File: src/rtl/ienc_pkg.sv
`default_nettype none
// ============================================================================
// Package     : ienc_pkg
// Description : Shared widths, FIFO entry layout, opcode tables and FSM
//               state encodings for the instruction fetch encoder.
// Revision    : 1.0 - initial release
// ============================================================================
package ienc_pkg;

    localparam int c_opw   = 7;
    localparam int c_oprw  = 25;
    localparam int c_immw  = 32;
    localparam int c_wordw = 32;

    // One buffered instruction: opcode, operand fields, optional immediate.
    typedef struct packed {
        logic [c_opw-1:0]  opecode;
        logic [c_oprw-1:0] oprnd;
        logic [c_immw-1:0] limm;
        logic              limmv;
    } entry_t;

    localparam int c_entw = $bits(entry_t);

    typedef enum logic [1:0] {
        CLS_NORMAL = 2'd0,
        CLS_LIMM   = 2'd1,
        CLS_RSVD   = 2'd2
    } op_class_t;

    // Opcodes that are followed by a 32-bit immediate word.
    localparam logic [c_opw-1:0] c_limm_op0 = 7'd96;
    localparam logic [c_opw-1:0] c_limm_op1 = 7'd97;
    localparam logic [c_opw-1:0] c_limm_op2 = 7'd98;
    localparam logic [c_opw-1:0] c_limm_op3 = 7'd100;
    localparam logic [c_opw-1:0] c_limm_op4 = 7'd101;
    localparam logic [c_opw-1:0] c_limm_op5 = 7'd102;

    // Bit n set means opcode n is reserved.
    localparam logic [127:0] c_rsvd_map = 128'hFF54_B488_3820_0C68_FC42_10C0_18E0_C008;

    // Fetch FSM: expecting an opcode word, or the immediate of a staged LIMM.
    localparam logic [0:0] S_OP  = 1'b0;
    localparam logic [0:0] S_IMM = 1'b1;

endpackage : ienc_pkg
`default_nettype wire

File: src/rtl/inst_fetch_encoder_if.sv
`default_nettype none
// ============================================================================
// Interface   : inst_fetch_encoder_if
// Description : Host word input, decode-stage instruction output and error
//               status of the instruction fetch encoder.
// Revision    : 1.0 - initial release
// ============================================================================
interface inst_fetch_encoder_if
    import ienc_pkg::*;
#(
    parameter int ERRW = 8
);
    logic                wvld_i_ienc;
    logic [c_wordw-1:0]  wdat_i_ienc;
    logic                wrdy_o_ienc;
    logic                ivld_o_ienc;
    logic                irdy_i_ienc;
    logic [c_opw-1:0]    opecode_o_ienc;
    logic [c_oprw-1:0]   oprnd_o_ienc;
    logic [c_immw-1:0]   limm_o_ienc;
    logic                limmv_o_ienc;
    logic                err_o_ienc;
    logic [ERRW-1:0]     errcnt_o_ienc;
    logic                clrerr_i_ienc;

    modport master (
        input  wvld_i_ienc, wdat_i_ienc, irdy_i_ienc, clrerr_i_ienc,
        output wrdy_o_ienc, ivld_o_ienc, opecode_o_ienc, oprnd_o_ienc,
               limm_o_ienc, limmv_o_ienc, err_o_ienc, errcnt_o_ienc
    );

    modport slave (
        output wvld_i_ienc, wdat_i_ienc, irdy_i_ienc, clrerr_i_ienc,
        input  wrdy_o_ienc, ivld_o_ienc, opecode_o_ienc, oprnd_o_ienc,
               limm_o_ienc, limmv_o_ienc, err_o_ienc, errcnt_o_ienc
    );

endinterface : inst_fetch_encoder_if
`default_nettype wire

File: src/rtl/ienc_fifo.sv
`default_nettype none
// ============================================================================
// Module      : ienc_fifo
// Description : Synchronous FIFO with registered head, occupancy counter and
//               full/empty flags. DEPTH must be a power of two, at least 2.
// Revision    : 1.0 - initial release
// ============================================================================
module ienc_fifo #(
    parameter int DEPTH = 4,
    parameter int WIDTH = 65
) (
    input  wire logic             clk,
    input  wire logic             rst,
    input  wire logic             push,
    input  wire logic [WIDTH-1:0] push_data,
    input  wire logic             pop,
    output logic      [WIDTH-1:0] head,
    output logic                  full,
    output logic                  empty
);
    localparam int              c_aw   = $clog2(DEPTH);
    localparam logic [c_aw:0]   c_full = DEPTH[c_aw:0];

    logic [WIDTH-1:0] r_mem [DEPTH];
    logic [c_aw-1:0]  r_wr_ptr;
    logic [c_aw-1:0]  r_rd_ptr;
    logic [c_aw:0]    r_count;
    logic             w_do_push;
    logic             w_do_pop;

    assign full      = (r_count == c_full);
    assign empty     = (r_count == '0);
    assign w_do_push = push && !full;
    assign w_do_pop  = pop && !empty;
    assign head      = r_mem[r_rd_ptr];

    // Storage, wrapping pointers and occupancy; push+pop leaves count unchanged.
    always_ff @(posedge clk or posedge rst) begin
        if (rst) begin
            for (int i = 0; i < DEPTH; i++) begin
                r_mem[i] <= '0;
            end
            r_wr_ptr <= '0;
            r_rd_ptr <= '0;
            r_count  <= '0;
        end else begin
            if (w_do_push) begin
                r_mem[r_wr_ptr] <= push_data;
                r_wr_ptr        <= r_wr_ptr + 1'b1;
            end
            if (w_do_pop) begin
                r_rd_ptr <= r_rd_ptr + 1'b1;
            end
            case ({w_do_push, w_do_pop})
                2'b10:   r_count <= r_count + 1'b1;
                2'b01:   r_count <= r_count - 1'b1;
                default: r_count <= r_count;
            endcase
        end
    end

endmodule : ienc_fifo
`default_nettype wire

File: src/rtl/inst_fetch_encoder.sv
`default_nettype none
// ============================================================================
// Module      : inst_fetch_encoder
// Description : Classifies host instruction words, pairs long-immediate
//               opcodes with their immediate, drops and counts reserved
//               opcodes, and buffers instructions for the decode stage.
// Revision    : 1.0 - initial release
// ============================================================================
module inst_fetch_encoder
    import ienc_pkg::*;
#(
    parameter int DEPTH = 4,
    parameter int ERRW  = 8
) (
    input  wire logic          clk,
    input  wire logic          rst,
    inst_fetch_encoder_if.master bus
);
    logic [0:0]        r_state;
    logic [0:0]        w_next_state;
    logic [c_opw-1:0]  r_stage_op;
    logic [c_oprw-1:0] r_stage_oprnd;
    logic              r_err;
    logic [ERRW-1:0]   r_errcnt;

    logic              w_xfer;
    logic              w_push;
    logic              w_stage_ld;
    logic              w_rsvd_hit;
    logic              w_full;
    logic              w_empty;
    entry_t            w_push_entry;
    entry_t            w_head;
    op_class_t         w_class;
    logic [c_opw-1:0]  w_op;
    logic [c_oprw-1:0] w_oprnd;

    function automatic op_class_t classify(input logic [c_opw-1:0] op);
        if (c_rsvd_map[op]) begin
            return CLS_RSVD;
        end
        case (op)
            c_limm_op0, c_limm_op1, c_limm_op2,
            c_limm_op3, c_limm_op4, c_limm_op5: return CLS_LIMM;
            default:                            return CLS_NORMAL;
        endcase
    endfunction

    assign w_op    = bus.wdat_i_ienc[31:25];
    assign w_oprnd = bus.wdat_i_ienc[24:0];
    assign w_class = classify(w_op);

    // Ready depends only on registered occupancy, never on irdy.
    assign bus.wrdy_o_ienc = !w_full && !rst;
    assign w_xfer          = bus.wvld_i_ienc && bus.wrdy_o_ienc;

    // State register; reset drops any half-assembled LIMM instruction.
    always_ff @(posedge clk or posedge rst) begin
        if (rst) begin
            r_state <= S_OP;
        end else begin
            r_state <= w_next_state;
        end
    end

    // Next state: enter S_IMM on an accepted LIMM opcode, leave on its immediate.
    always_comb begin
        w_next_state = r_state;
        case (r_state)
            S_OP:    if (w_xfer && (w_class == CLS_LIMM)) w_next_state = S_IMM;
            S_IMM:   if (w_xfer) w_next_state = S_OP;
            default: w_next_state = S_OP;
        endcase
    end

    // Per-state actions on a host transfer; the immediate word is never classified.
    always_comb begin
        w_push       = 1'b0;
        w_stage_ld   = 1'b0;
        w_rsvd_hit   = 1'b0;
        w_push_entry = '0;
        if (w_xfer) begin
            case (r_state)
                S_OP: begin
                    case (w_class)
                        CLS_NORMAL: begin
                            w_push               = 1'b1;
                            w_push_entry.opecode = w_op;
                            w_push_entry.oprnd   = w_oprnd;
                        end
                        CLS_LIMM: w_stage_ld = 1'b1;
                        default:  w_rsvd_hit = 1'b1;
                    endcase
                end
                S_IMM: begin
                    w_push               = 1'b1;
                    w_push_entry.opecode = r_stage_op;
                    w_push_entry.oprnd   = r_stage_oprnd;
                    w_push_entry.limm    = bus.wdat_i_ienc;
                    w_push_entry.limmv   = 1'b1;
                end
                default: ;
            endcase
        end
    end

    // Staging register holds a LIMM opcode until its immediate arrives.
    always_ff @(posedge clk or posedge rst) begin
        if (rst) begin
            r_stage_op    <= '0;
            r_stage_oprnd <= '0;
        end else if (w_stage_ld) begin
            r_stage_op    <= w_op;
            r_stage_oprnd <= w_oprnd;
        end
    end

    // Sticky error flag and saturating counter; clear wins over a same-cycle hit.
    always_ff @(posedge clk or posedge rst) begin
        if (rst) begin
            r_err    <= 1'b0;
            r_errcnt <= '0;
        end else if (bus.clrerr_i_ienc) begin
            r_err    <= 1'b0;
            r_errcnt <= '0;
        end else if (w_rsvd_hit) begin
            r_err <= 1'b1;
            if (r_errcnt != '1) begin
                r_errcnt <= r_errcnt + 1'b1;
            end
        end
    end

    ienc_fifo #(
        .DEPTH (DEPTH),
        .WIDTH (c_entw)
    ) u_fifo (
        .clk       (clk),
        .rst       (rst),
        .push      (w_push),
        .push_data (w_push_entry),
        .pop       (bus.irdy_i_ienc),
        .head      (w_head),
        .full      (w_full),
        .empty     (w_empty)
    );

    assign bus.ivld_o_ienc    = !w_empty;
    assign bus.opecode_o_ienc = w_head.opecode;
    assign bus.oprnd_o_ienc   = w_head.oprnd;
    assign bus.limm_o_ienc    = w_head.limm;
    assign bus.limmv_o_ienc   = w_head.limmv;
    assign bus.err_o_ienc     = r_err;
    assign bus.errcnt_o_ienc  = r_errcnt;

endmodule : inst_fetch_encoder
`default_nettype wire

File: src/flat_wrapper.sv
// flat-port wrapper written by rule: the top's interface ports become plain ports
module inst_fetch_encoder_flat import ienc_pkg::*;
#(
    parameter int DEPTH = 4,
    parameter int ERRW  = 8
)
  (clk, rst, bus_wvld_i_ienc, bus_wdat_i_ienc, bus_irdy_i_ienc, bus_clrerr_i_ienc, bus_wrdy_o_ienc, bus_ivld_o_ienc, bus_opecode_o_ienc, bus_oprnd_o_ienc, bus_limm_o_ienc, bus_limmv_o_ienc, bus_err_o_ienc, bus_errcnt_o_ienc);
  inst_fetch_encoder_if #(.ERRW(ERRW)) bus_i ();
  input  wire logic clk;
  input  wire logic rst;
  input wire logic [$bits(bus_i.wvld_i_ienc)-1:0] bus_wvld_i_ienc;
  input wire logic [$bits(bus_i.wdat_i_ienc)-1:0] bus_wdat_i_ienc;
  input wire logic [$bits(bus_i.irdy_i_ienc)-1:0] bus_irdy_i_ienc;
  input wire logic [$bits(bus_i.clrerr_i_ienc)-1:0] bus_clrerr_i_ienc;
  output wire logic [$bits(bus_i.wrdy_o_ienc)-1:0] bus_wrdy_o_ienc;
  output wire logic [$bits(bus_i.ivld_o_ienc)-1:0] bus_ivld_o_ienc;
  output wire logic [$bits(bus_i.opecode_o_ienc)-1:0] bus_opecode_o_ienc;
  output wire logic [$bits(bus_i.oprnd_o_ienc)-1:0] bus_oprnd_o_ienc;
  output wire logic [$bits(bus_i.limm_o_ienc)-1:0] bus_limm_o_ienc;
  output wire logic [$bits(bus_i.limmv_o_ienc)-1:0] bus_limmv_o_ienc;
  output wire logic [$bits(bus_i.err_o_ienc)-1:0] bus_err_o_ienc;
  output wire logic [$bits(bus_i.errcnt_o_ienc)-1:0] bus_errcnt_o_ienc;
  assign bus_i.wvld_i_ienc = bus_wvld_i_ienc;
  assign bus_i.wdat_i_ienc = bus_wdat_i_ienc;
  assign bus_i.irdy_i_ienc = bus_irdy_i_ienc;
  assign bus_i.clrerr_i_ienc = bus_clrerr_i_ienc;
  assign bus_wrdy_o_ienc = bus_i.wrdy_o_ienc;
  assign bus_ivld_o_ienc = bus_i.ivld_o_ienc;
  assign bus_opecode_o_ienc = bus_i.opecode_o_ienc;
  assign bus_oprnd_o_ienc = bus_i.oprnd_o_ienc;
  assign bus_limm_o_ienc = bus_i.limm_o_ienc;
  assign bus_limmv_o_ienc = bus_i.limmv_o_ienc;
  assign bus_err_o_ienc = bus_i.err_o_ienc;
  assign bus_errcnt_o_ienc = bus_i.errcnt_o_ienc;
  inst_fetch_encoder #(.DEPTH(DEPTH), .ERRW(ERRW)) u_core (.clk(clk), .rst(rst), .bus(bus_i));
endmodule
File: config.mk
export PLATFORM = sky130hd
export DESIGN_NAME = inst_fetch_encoder_flat
export DESIGN_NICKNAME = d
export VERILOG_FILES = /design/src/rtl/ienc_pkg.sv /design/src/rtl/inst_fetch_encoder_if.sv /design/src/rtl/ienc_fifo.sv /design/src/rtl/inst_fetch_encoder.sv /design/src/flat_wrapper.sv
export SDC_FILE = /design/constraint.sdc
export NUM_CORES = 1
export LEC_CHECK = 0
export CORE_MARGIN = 2
export CORE_UTILIZATION = 57
export DETAILED_ROUTE_END_ITERATION = 8
export GPL_ROUTABILITY_DRIVEN = 0
export PLACE_DENSITY = 0.9
export SYNTH_ARGS = -nofsm -noshare
export SYNTH_HDL_FRONTEND = slang
export SYNTH_SLANG_ARGS = --single-unit
File: constraint.sdc
create_clock -name clk -period 13.75 [get_ports clk]
set_input_delay 3.4375 -clock clk [delete_from_list [all_inputs] [get_ports clk]]
set_output_delay 3.4375 -clock clk [all_outputs]
set_load 0.1 [all_outputs]
==> results.rst <==
.. list-table::
   :header-rows: 1

   * - Metric
     - Value
   * - Outcome
     - complete, no violations
   * - Number of flops mapped to enable cells by yosys
     - 0
   * - Total power divided by cell area
     - between 150 and 200 nW/µm²
   * - Rel. slew slack
     - between 20% and 30%
   * - Average wire per standard cell
     - 22.13 µm
   * - Detailed Routing Iterations Pass 1
     - 5
   * - Count of antenna diodes in the layout
     - 0
   * - Number of gates resized after CTS
     - 0
   * - Hold path cells
     - 1
   * - Number of register bits inferred by synthesis
     - 309
   * - Remaining routing DRC violations
     - 0
   * - Post-Route Skew
     - roughly 0.015 ns
   * - Worst-path clk slew
     - 0.06 ns
   * - Fin. Hold Viols
     - 0
   * - Buffer depth of the longest clock path
     - 3
   * - Area of the die
     - about 27000 µm²
   * - CTS Buf Count
     - 30
   * - Clock latency at the later pin of the worst-skew pair
     - around 0.55 ns
   * - HPWL after detailed placement
     - around 21000 µm
   * - Simple-gate portion of the synthesized area
     - between 10% and 20%
   * - Post-placement cell area
     - roughly 16000 µm²
   * - Portion of netlist area occupied by mux cells
     - between 20% and 30%
   * - Sequential cell area fraction in the yosys report
     - 53.27%
   * - Area added between synthesis and finish
     - 15.81%
   * - Post-synthesis instance total
     - around 1200
   * - Crit end category
     - output pin
   * - Total global routing track utilization
     - approximately 28%
   * - TritonCTS clock tree
     - yes
   * - Cell area after synthesis
     - approximately 15000 µm²
   * - Dominant combinational cell family by area after synthesis
     - multiplexers
   * - Measured slew at the worst slew-check pin
     - approximately 1.1 ns
   * - DIE WIDTH
     - ~160 µm
   * - Max Cap Violations
     - 0
   * - Number of nets with antenna violations after detailed routing
     - 0
   * - Routed WL
     - roughly 37000 µm
   * - Drt first-iter violations
     - 1100
   * - Final Critical Period
     - 8.778 ns
   * - Count of boundary I/O pins
     - ~110
   * - Post-CTS repair timing setup buffer count
     - 0
   * - Static power due to leakage
     - approximately 7.6 nW
   * - Number of sinks handled by clock tree synthesis
     - around 310
   * - Count of H-tree levels built during CTS
     - 1
   * - Highest-count cells in the layout ignoring fill and taps
     - sky130_fd_sc_hd__dfrtp_1 (307), sky130_fd_sc_hd__nand2_1 (283), sky130_fd_sc_hd__o21ai_0 (151), sky130_fd_sc_hd__mux2_2 (127), sky130_fd_sc_hd__clkdlybuf4s50_1 (112)
   * - Number of antenna violations at the first check in global routing
     - 1
   * - Data arrival time at the worst-slack endpoint
     - 5.34 ns
   * - Mean post-synth cell area
     - between 10 and 15 µm²
   * - Count of buffers inserted at the top-level ports
     - approximately 110
   * - Total overflow reported by the global router
     - 0
   * - Startpoint type of the worst setup path
     - primary input
   * - Fraction of registers with async set/reset
     - between 90% and 100%
   * - Arithmetic-cell share of the synthesized area counting full adders, half adders and majority gates
     - around 1.1%
   * - Internal reg-to-reg setup slack
     - 10.86 ns
   * - CORE AREA
     - around 25000 µm²
   * - Unrepaired setup endpoints after global routing
     - no
   * - Terminating pin of the worst hold path
     - u_core.r_stage_op[5]$_DFFE_PP0P_
   * - Final slew viol count
     - 0
   * - Net count after synthesis
     - 1288
   * - Share of layout cells above drive strength 1
     - 22.50%
   * - Hold/Removal Path Class
     - reg -> reg
   * - Number of vias after detailed routing
     - about 11000
   * - Final net count
     - about 1400
   * - Leading cell type in the layout, fill and taps excluded
     - sky130_fd_sc_hd__dfrtp_1
   * - Synth warn
     - 0
   * - Total negative slack
     - 0 ns
   * - Leading register cell type out of synthesis
     - sky130_fd_sc_hd__dfrtp_1
   * - Die Span Y
     - around 160 µm
   * - Vias in the first global route
     - 11400
   * - Pin count of the biggest net entering global routing
     - roughly 210
   * - Final std cell area, no fill
     - approximately 17000 µm²
   * - Hold buffers post-CTS
     - 0
   * - Final setup violation count
     - 0
   * - First-pass GRT wire length
     - between 50000 and 60000 µm
   * - Max FO, Critical Path
     - 3
   * - Destination of the worst register-to-register timing path
     - u_core.u_fifo.r_mem[103]$_DFFE_PP0P_
   * - XOR/XNOR Fraction of Synth Area
     - 0.4223%
   * - Start point of the worst hold path
     - u_core.r_stage_op[5]$_DFFE_PP0P_
   * - Data required time of the worst path
     - approximately 10 ns
   * - Netlist cell types
     - 50
   * - Critical register-to-register path startpoint
     - u_core.u_fifo.r_count[0]$_DFFE_PP0P_
   * - Compound-gate portion of the synthesized area
     - 7.904%
   * - Peak supply drop
     - 150.5 µV
   * - Clock Root Buffer
     - sky130_fd_sc_hd__clkbuf_16
   * - Post-detailed-route via-to-cell ratio
     - 6.415
   * - Number of cells traversed by the worst register-to-register path
     - 7
   * - Number of filler cells placed in the layout
     - between 1500 and 2000
   * - Type of the worst setup path
     - in -> out
   * - Final period util
     - approximately 64%
   * - Row cnt
     - 58
   * - Initial core utilization
     - approximately 58%
   * - Upper clock frequency limit
     - 113.9 MHz
[metrics by stage]
| stage | setup slack [ns] | hold WS, ns | total power, W | utilization (%) | cells |
|---|---|---|---|---|---|
| floorplan | 1.768 | 0.4346 | 0.002182 | - | 1239 |
| global placement | 4.990 | 0.4489 | 0.002416 | 62.98 | 1606 |
| detailed placement | 4.981 | 0.4652 | 0.002457 | 62.98 | 1606 |
| CTS | 4.963 | 0.4815 | 0.003290 | 66.95 | 1659 |
| global route | 4.901 | 0.4866 | 0.003418 | 66.95 | 1659 |
| finish | 4.972 | 0.4871 | 0.003282 | 66.95 | 1659 |
[synth_stat cells, types with 3 or more instances]
library cell,count,area share (%)
sky130_fd_sc_hd__nor2_1,12,0.31
sky130_fd_sc_hd__buf_4,11,0.57
sky130_fd_sc_hd__inv_1,12,0.31
sky130_fd_sc_hd__clkbuf_1,65,1.7
sky130_fd_sc_hd__mux2_4,25,2.6
sky130_fd_sc_hd__buf_6,4,0.31
sky130_fd_sc_hd__mux2i_1,4,0.28
sky130_fd_sc_hd__a21oi_1,11,0.38
sky130_fd_sc_hd__nand3_1,37,1.3
sky130_fd_sc_hd__nand4_1,4,0.17
sky130_fd_sc_hd__and2_1,10,0.43
sky130_fd_sc_hd__o31ai_1,5,0.26
sky130_fd_sc_hd__o22ai_1,16,0.69
sky130_fd_sc_hd__o21a_1,5,0.26
sky130_fd_sc_hd__or4_1,6,0.31
sky130_fd_sc_hd__mux2_2,127,9.9
sky130_fd_sc_hd__mux2_1,6,0.47
sky130_fd_sc_hd__buf_1,9,0.23
sky130_fd_sc_hd__mux4_2,65,10
sky130_fd_sc_hd__nand2_1,284,7.3
sky130_fd_sc_hd__nand2b_1,4,0.17
sky130_fd_sc_hd__ha_1,11,0.95
sky130_fd_sc_hd__xor2_1,4,0.24
sky130_fd_sc_hd__buf_2,8,0.28
sky130_fd_sc_hd__dfrtp_1,309,53
sky130_fd_sc_hd__xnor2_1,3,0.18
sky130_fd_sc_hd__o21ai_0,151,5.2
[cell type report]
cell class                 instances  area, µm²  share of cell area, %
tap                              330      412.9                  2.456
inverter                          13      56.30                 0.3349
clock inverter                     4      45.04                 0.2679
clock buffer                      49      953.4                  5.671
multi-input combinational        820       6307                  37.52
sequential                       309       7737                  46.03
timing repair buffer             134       1299                  7.726
[worst max-delay path by stage]
stage               startpoint                                 to  slack [ns]  depth (start not counted)
finish                     rst                    bus_wrdy_o_ienc        4.97                          3
global route               rst                    bus_wrdy_o_ienc        4.90                          3
CTS                        rst                    bus_wrdy_o_ienc        4.96                          3
detailed placement         rst                    bus_wrdy_o_ienc        4.98                          3
global placement           rst                    bus_wrdy_o_ienc        4.99                          3
floorplan                  rst  u_core.bus.err_o_ienc$_DFFE_PP0P_        1.77                          1
[routing by layer]
layer | track usage (%) | share of wire [%] | up-vias | wire length (µm)
met5 | 0 | 0 | - | 0
met3 | 4.774 | 8.0 | 143 | 2953
li1 | - | - | 4499 | -
met4 | 13.76 | 5.0 | 0 | 1833
met2 | 47.39 | 50 | 622 | 18240
met1 | 36.46 | 37 | 5379 | 13680
[power by group]
part | switching [W] | total (W) | internal, W
combinational | 0.000802 | 0.00122 | 0.000415
sequential | 0.000134 | 0.00124 | 0.00111
clock | 0.000336 | 0.000824 | 0.000487
[cells by family (layout without fill, tap and decap cells)]
logic type	after synthesis	in the layout
mux	227	227
flops	309	309
buf+inv	110	200
fa+ha+maj	12	12
xor+xnor	7	7
simple gates	370	370
compound gates	204	204
[sequential cells by signal, summed over array words and instances (netlist names)]
signal                    cells
u_core.r_stage_op             7
u_core.u_fifo.r_mem         260
u_core.u_fifo.r_wr_ptr        2
u_core.r_stage_oprnd         25
u_core.bus.err_o_ienc         1
u_core.u_fifo.r_rd_ptr        2
u_core.bus.errcnt_o_ienc      8
u_core.r_state                1
u_core.u_fifo.r_count         3
[worst max-delay path: stages]
cell and delay [ns]:
sky130_fd_sc_hd__clkdlybuf4s50_1 0.53, sky130_fd_sc_hd__a21oi_1 0.21, sky130_fd_sc_hd__clkdlybuf4s50_1 1.16
Power figures use the tool's default switching activity.
